File: config.mk
export PLATFORM = sky130hd
export DESIGN_NAME = enc_width_down_converter
export DESIGN_NICKNAME = d
export VERILOG_FILES = /design/src/rtl/enc_width_down_converter.sv
export SDC_FILE = /design/constraint.sdc
export NUM_CORES = 1
export LEC_CHECK = 0
export ABC_AREA = 1
export CAP_MARGIN = 15
export CORE_ASPECT_RATIO = 1.5
export CORE_MARGIN = 8
export CORE_UTILIZATION = 55
export DETAILED_ROUTE_END_ITERATION = 7
export DONT_BUFFER_PORTS = 1
export GPL_ROUTABILITY_DRIVEN = 0
export PLACE_DENSITY = 0.7
export RECOVER_POWER = 100
export SYNTH_ARGS = -nofsm -noshare
export SYNTH_HDL_FRONTEND = slang
export SYNTH_SLANG_ARGS = --single-unit
File: constraint.sdc
create_clock -name iClock -period 2.02 [get_ports iClock]
set_input_delay 0.303 -clock iClock [delete_from_list [all_inputs] [get_ports iClock]]
set_output_delay 0.303 -clock iClock [all_outputs]
set_load 0.01 [all_outputs]
File: src/rtl/enc_width_down_converter.sv
// Width down-converter: splits each InputDataWidth source word into Ratio beats of
// OutputDataWidth bits. A word is held in a register and emitted one beat per consumed
// cycle. The final word of a packet may carry fewer beats (iSrcBeatCount). The next word
// is accepted in the cycle the final beat leaves, so back-to-back words see no bubble.
//
// Ports:
//   iClock              clock, rising edge
//   iReset              asynchronous active-low reset
//   iSrcDataValid       source word valid
//   iSrcDataLast        source word ends a packet
//   iSrcBeatCount       valid beats in a last word (0 or >Ratio means Ratio)
//   iSrcData            source word
//   oConverterReady     word accepted when iSrcDataValid & oConverterReady
//   oConvertedDataValid beat valid
//   oConvertedDataLast  final beat of packet
//   oConvertedData      beat data (registered)
//   iDstReady           beat consumed when oConvertedDataValid & iDstReady
module enc_width_down_converter #(
  parameter int unsigned InputDataWidth  = 32,
  parameter int unsigned OutputDataWidth = 16,
  parameter bit          MSBFirst        = 1'b1,
  localparam int unsigned Ratio          = InputDataWidth / OutputDataWidth,
  localparam int unsigned CountWidth     = $clog2(Ratio) + 1
) (
  input  logic                       iClock,
  input  logic                       iReset,
  input  logic                       iSrcDataValid,
  input  logic                       iSrcDataLast,
  input  logic [CountWidth-1:0]      iSrcBeatCount,
  input  logic [InputDataWidth-1:0]  iSrcData,
  output logic                       oConverterReady,
  output logic                       oConvertedDataValid,
  output logic                       oConvertedDataLast,
  output logic [OutputDataWidth-1:0] oConvertedData,
  input  logic                       iDstReady
);

  localparam logic [CountWidth-1:0] RatioCount = CountWidth'(Ratio);
  localparam logic [CountWidth-1:0] OneCount   = CountWidth'(1);

  typedef enum logic [0:0] {StEmpty, StBusy} state_e;

  state_e                      state_q;
  logic [InputDataWidth-1:0]   hold_q;
  logic [CountWidth-1:0]       idx_q;
  logic [CountWidth-1:0]       limit_q;
  logic                        last_flag_q;
  logic                        out_last_q;
  logic [OutputDataWidth-1:0]  out_data_q;
  // Low until the first clock edge after reset release, so nothing is accepted on the
  // edge that coincides with deassertion.
  logic                        rst_done_q;

  logic                        beat_taken;
  logic                        final_beat;
  logic                        accept;
  logic [CountWidth-1:0]       new_limit;
  logic [CountWidth-1:0]       idx_next;

  // Beat k of a word, MSB-first or LSB-first.
  function automatic logic [OutputDataWidth-1:0] slice_of(
    input logic [InputDataWidth-1:0] word,
    input logic [CountWidth-1:0]     k
  );
    logic [InputDataWidth-1:0] shifted;
    if (MSBFirst) begin
      shifted = word << (32'(k) * OutputDataWidth);
      return shifted[InputDataWidth-1 -: OutputDataWidth];
    end else begin
      shifted = word >> (32'(k) * OutputDataWidth);
      return shifted[OutputDataWidth-1:0];
    end
  endfunction

  always_comb begin
    new_limit = RatioCount;
    if (iSrcDataLast && (iSrcBeatCount != '0) && (iSrcBeatCount <= RatioCount)) begin
      new_limit = iSrcBeatCount;
    end
  end

  assign idx_next   = idx_q + OneCount;
  assign final_beat = (idx_q == (limit_q - OneCount));
  assign beat_taken = (state_q == StBusy) && iDstReady;
  // iDstReady reaches oConverterReady only through the final-beat term.
  assign oConverterReady = rst_done_q && ((state_q == StEmpty) || (beat_taken && final_beat));
  assign accept          = iSrcDataValid && oConverterReady;

  assign oConvertedDataValid = (state_q == StBusy);
  assign oConvertedDataLast  = out_last_q;
  assign oConvertedData      = out_data_q;

  always_ff @(posedge iClock or negedge iReset) begin
    if (!iReset) begin
      state_q     <= StEmpty;
      hold_q      <= '0;
      idx_q       <= '0;
      limit_q     <= RatioCount;
      last_flag_q <= 1'b0;
      out_last_q  <= 1'b0;
      out_data_q  <= '0;
      rst_done_q  <= 1'b0;
    end else begin
      rst_done_q <= 1'b1;
      if (accept) begin
        state_q     <= StBusy;
        hold_q      <= iSrcData;
        idx_q       <= '0;
        limit_q     <= new_limit;
        last_flag_q <= iSrcDataLast;
        out_data_q  <= slice_of(iSrcData, '0);
        out_last_q  <= iSrcDataLast && (new_limit == OneCount);
      end else if (beat_taken) begin
        if (final_beat) begin
          // out_data_q keeps its last value while empty.
          state_q    <= StEmpty;
          out_last_q <= 1'b0;
        end else begin
          idx_q      <= idx_next;
          out_data_q <= slice_of(hold_q, idx_next);
          out_last_q <= last_flag_q && (idx_next == (limit_q - OneCount));
        end
      end
    end
  end

endmodule

## Word level (Yosys, flattened, before mapping)

Cells that the tools add are included.

- Bits in registers: 56
- Input port bits: 39

- Reductions and logical operators: 14
- Add/subtract/negate cells: 2
- Muxes and demuxes: 13
- Bitwise operators: 1
- Shift-type cells: 1
- $lt $le $gt $ge: 1
- Eq/ne operators: 4

Operators by type and width:

| kind | number |
|---|---|
| 16-bit two-way mux | 3 |
| 32-bit by 6-bit << shifter with 32-bit output | 1 |
| 1-bit logical AND | 8 |
| 2-bit two-way mux | 4 |
| 1-bit two-way mux | 6 |
| 2-bit nonzero test | 3 |
| 2-bit == test | 2 |
| 2-bit AND reduction | 2 |
| 2-bit by 1-bit adder with 2-bit output, second input constant | 1 |
| 2-bit by 1-bit == test with 1-bit output, second input constant | 1 |
| 2-bit <= comparator, second input constant | 1 |
| 2-bit by 1-bit != test with 1-bit output, second input constant | 1 |
| 2-bit by 1-bit subtractor with 2-bit output, second input constant | 1 |
| 1-bit logical OR | 1 |
| 1-bit inverter | 1 |

## Logic depth before layout (Yosys ltp)

- Word-level depth: 8
- Depth in mapped cells: 12
- Mapped depth without buffers: 12

## Worst setup path before layout

OpenSTA, ideal clock, no wires.

- Path kind: register to register
- Start point: reg limit_q[1]
- End point: reg out_data_q[0] (netlist: oConvertedData[0])
- Stages on the path, launching flop included: 11
- Data required time: 1.895 ns
- Arrival time: 1.454 ns
- Buffers on the path: 1
- Setup time: 0.125 ns
- Path slack: 0.441 ns
- Path through: dfstp_2 inv_1 nand2_1 nand2_1 nand2_1 nand3_1 nand2_2 clkinv_1 buf_2 nand2_1 nand3_1

- Longest elaborated chain between the ends: 8
- Elaborated cells between the ends (all ways): 10
- Those cells by class: add/sub: 1; eq/ne: 2; mux: 1; reduce/logical: 6

Ends and longest elaborated chain:

| element | line | RTL |
|---|---|---|
| start: declaration | 46 | `logic [CountWidth-1:0] limit_q;` |
| start signal: assignment | 98 | `limit_q <= RatioCount;` |
| start signal: assignment | 109 | `limit_q <= new_limit;` |
| 2-bit by 1-bit subtractor with 2-bit output (*) | 83 | `assign final_beat = (idx_q == (limit_q - OneCount));` |
| 2-bit == test (*) | 83 |  |
| 1-bit logical AND | 86 | `assign oConverterReady = rst_done_q && ((state_q == StEmpty) \|\| (beat_taken && final_beat));` |
| 1-bit logical OR | 86 |  |
| 1-bit logical AND | 86 |  |
| 1-bit logical AND | 87 | `assign accept = iSrcDataValid && oConverterReady;` |
| 2-bit by 1-bit != test with 1-bit output (no line) or 2-bit nonzero test (tied branches) | -- |  |
| 2-bit AND reduction (no line) | -- |  |
| end signal: assignment | 111 | `out_data_q <= slice_of(iSrcData, '0);` |
| end signal: assignment | 120 | `out_data_q <= slice_of(hold_q, idx_next);` |
| end: declaration | 49 | `logic [OutputDataWidth-1:0] out_data_q;` |

Every way passes the cells marked *; elsewhere a longest branch is shown, timed or not.
A chain may end at the register's enable or synchronous reset.

## Worst setup path in the final report

- Start point: reg limit_q[1]
- End point: out oConverterReady

- Longest elaborated chain between the ends: 5

Ends and longest elaborated chain:

| element | line | RTL |
|---|---|---|
| 2-bit by 1-bit subtractor with 2-bit output | 83 |  |
| 2-bit == test | 83 |  |
| 1-bit logical AND | 86 |  |
| 1-bit logical OR | 86 |  |
| 1-bit logical AND | 86 |  |
| end: declaration | 31 | `output logic oConverterReady,` |

No other way between the ends.

==> run_results.csv <==
group,metric,value,unit
global_routing,grt_pass1_vias,1991,
cells_and_area,final_common_cell,"nand2_1",
clocking,clk_latency,0.31,ns
logic_synthesis,yosys.area_share.simple,30.0,%
logic_synthesis,synth_flop_cell,"dfrtp_1",
global_routing,use_met3,3.83,%
place,dpl.hpwl,3.90,mm
global_routing,track_usage,16.2,%
global_routing,grt_max_degree,57,
power,clkPwrFrac,15.5,%
timing,max_freq,0.540,GHz
route,first_pass_iters,7,
timing,rsz0062_at_grt,"no",
global_routing,grt-busiest-layer,"met2",
logic_synthesis,syn_area,2550,sq um
cells_and_area,area_growth,5.44,%
logic_synthesis,synth_top_cell_by_area,"dfrtp_1",
timing,fin_crit_sh,91.7,%
cells_and_area,seqCellArea,1400,sq um
status,status,"finished clean",
logic_synthesis,yosys.area_share.adder,0,%
timing,hold_viol,0,
place,io_buffer_count,0,
clocking,cts_resized,0,
logic_synthesis,synth_top_area_share,53.9,%
logic_synthesis,synth.mux.area_fraction,0,%
clocking,cts_root_buf,"clkbuf_8",
setup_path,required,1.72,ns
logic_synthesis,synth_top_family_by_area,"simple AND/OR/NAND/NOR gates",
global_routing,gr-usage-met2,29.1,%
timing,worst_slew_pin_slew,1.34,ns
timing,finalMaxSlewViolations,0,
logic_synthesis,synth_compound_area_share,6.27,%
cells_and_area,insertedDiodeCount,0,
clocking,numCtsBuffers,5,
cells_and_area,multi_input_area,931,sq um
logic_synthesis,avgSynthCellArea,8.18,sq um
hold_path,hold_class,"input port to flop",
cells_and_area,fin_nets,351,
timing,finalCriticalPeriod,1.85,ns
route,ant_nets,0,
route,drt_iter0_markers,147,
setup_path,cp_max_fo,9,
timing,setup_tns,0,ns
cells_and_area,utilization,59.8,%
cells_and_area,final_cell_mix,"129 x nand2_1, 55 x dfrtp_1, 33 x nand3_1",
power,leakage,1.45,nW
logic_synthesis,synth-async-reset-ratio,100,%
logic_synthesis,synth_cell_types,25,
logic_synthesis,synth_area_leaders,"dfrtp_1 54%, nand2_1 19%, nand3_1 6.5%, inv_1 4.4%, o21ai_0 2.7%",
power,p_int,2.44,mW
floorplanning,pin_count,58,
timing,worst_slack,0.168,ns
floorplanning,fp.dieH,99.5,um
floorplanning,die_w,71.6,um
global_routing,overflow,0,
timing,finalHoldWorstSlack,0.102,ns
floorplanning,dieArea,7120,sq um
setup_path,worstRegToRegCells,12,
global_routing,grt_pass1_wl,9.28,mm
logic_synthesis,synth_cells,312,
setup_path,crit_arrival,1.55,ns
power,p_sw_share,40.3,%
cells_and_area,nFillCells,420,
setup_path,critPathLaunchType,"flop",
logic_synthesis,synth_nets,351,
floorplanning,core-area,4500,sq um
logic_synthesis,ys_ff_latch,56,
power,ir_drop,0.000744,V
clocking,cts_tree,"yes",
flow_run,max-cap-violations,0,
clocking,cts_sinks,56,
power,seqPwrFrac,50.3,%
place,dp_worst_setup_slack,0.163,ns
global_routing,antenna_found_initial,0,
timing,slew_headroom,10.9,%
clocking,path_clk_slew,0.10,ns
timing,setup_violations,0,
logic_synthesis,yosysSeqAreaShare,54.9,%
power,combPwrFrac,34.2,%
logic_synthesis,ys_warn_count,0,
route,postRouteWirelength,5.69,mm
power,p_sw,1.64,mW
route,viasPerCell,5.40,
clocking,clock_tree.buffer_depth,2,
route,vias,1945,
floorplanning,placementRows,30,
logic_synthesis,synth_edf_count,0,
setup_path,critPathKind,"flop to output pin",
power,powerDensity,1520,nW/um^2
cells_and_area,drive_gt1_share,6.73,%
route,wl_per_cell,15.8,um
floorplanning,floorplan.initialDensity,56.7,%
logic_synthesis,synth_xor_area_share,0.343,%
setup_path,crit_path_end_kind,"output pin",
route,drc,0,
timing,skew,0.00865,ns
hold_path,hold_depth,2,
clocking,cts_max_level,2,
global_routing,gr-usage-met1,18.3,%
[state kept, by name (all words and copies together) (netlist names)]
signal,cells
last_flag_q,1
oConvertedDataValid,1
oConvertedData,16
hold_q,32
oConvertedDataLast,1
idx_q,2
limit_q,2
rst_done_q,1
[cell families (layout without fill, tap and decap cells)]
group                     count (synthesis)  after routing
xor gates and xnor gates                  1              1
other                                     1              1
and+or+nand+nor                         176            176
buffers and inverters                    49             49
AOI/OAI and AO/OA                        29             29
DFF                                      56             56
[what timing repair did]
action | in CTS | in global routing
endpoints found under the setup margin | 0 | 24
buffers inserted | 0 | 1
hold buffers | 2 | 0
endpoints found under the hold margin | 56 | 0
[metal layers]
| layer | vias up | wire, um | part of all wire, % |
|---|---|---|---|
| li1 | 972 | - | - |
| met3 | 5 | 292 | 5.1 |
| met1 | 923 | 2440 | 43 |
| met2 | 45 | 2910 | 51 |
| met5 | - | 0 | 0 |
| met4 | 0 | 48 | 0.84 |
[cells in the mapped netlist, drive strengths merged, types with 6 or more instances]
cell and number:
buf 9, inv 33, nand3 34, clkbuf 6, a22oi 6, nand4 7
dfrtp 55, o21ai 23, nand2 131
[final cells by class]
type / instances / area share (%)
clock inverters: 1 / 0.325
multi-input cells: 207 / 34.6
inverters: 34 / 4.74
well taps: 48 / 2.23
repair buffers: 8 / 2.97
clock buffers: 6 / 3.07
flip-flops and latches: 56 / 52.1
[power groups by stage]
| stage | clock [mW] | combinational (mW) | sequential, mW |
|---|---|---|---|
| global placement | 0 | 1.36 | 2.07 |
| CTS | 0.636 | 1.44 | 2.06 |
| floorplan | 0 | 1.15 | 1.96 |
| finish | 0.631 | 1.40 | 2.05 |
| detailed placement | 0 | 1.39 | 2.08 |
| global route | 0.664 | 1.66 | 2.11 |
[worst paths after layout]
kind,start,end,slack (ns)
min in group asynchronous,iReset,hold_q[9],0.85
setup / recovery,limit_q[1],oConverterReady,0.17
max in group asynchronous,iReset,hold_q[27],0.39
hold / removal,iSrcData[7],hold_q[7],0.10
hold reg to reg,hold_q[31],hold_q[31],0.49
setup reg to reg,limit_q[1],oConvertedData[4],0.25
[worst max-delay path: stages (launching register included)]
cell and delay [ns]:
dfstp_2 0.55, inv_1 0.04, nand2_1 0.06, nand2_1 0.06, nand2_1 0.09, nand4_2 0.10, nand2_4 0.14, and2_1 0.20
[metrics by stage]
stage	area, sq um	power [mW]	instances
after floorplan	2550	3.11	312
after global placement	2590	3.43	350
after detailed placement	2590	3.48	350
after CTS	2720	4.13	359
after global routing	2690	4.43	360
final	2690	4.08	360
No activity file was read; power rests on OpenSTA's default activity.
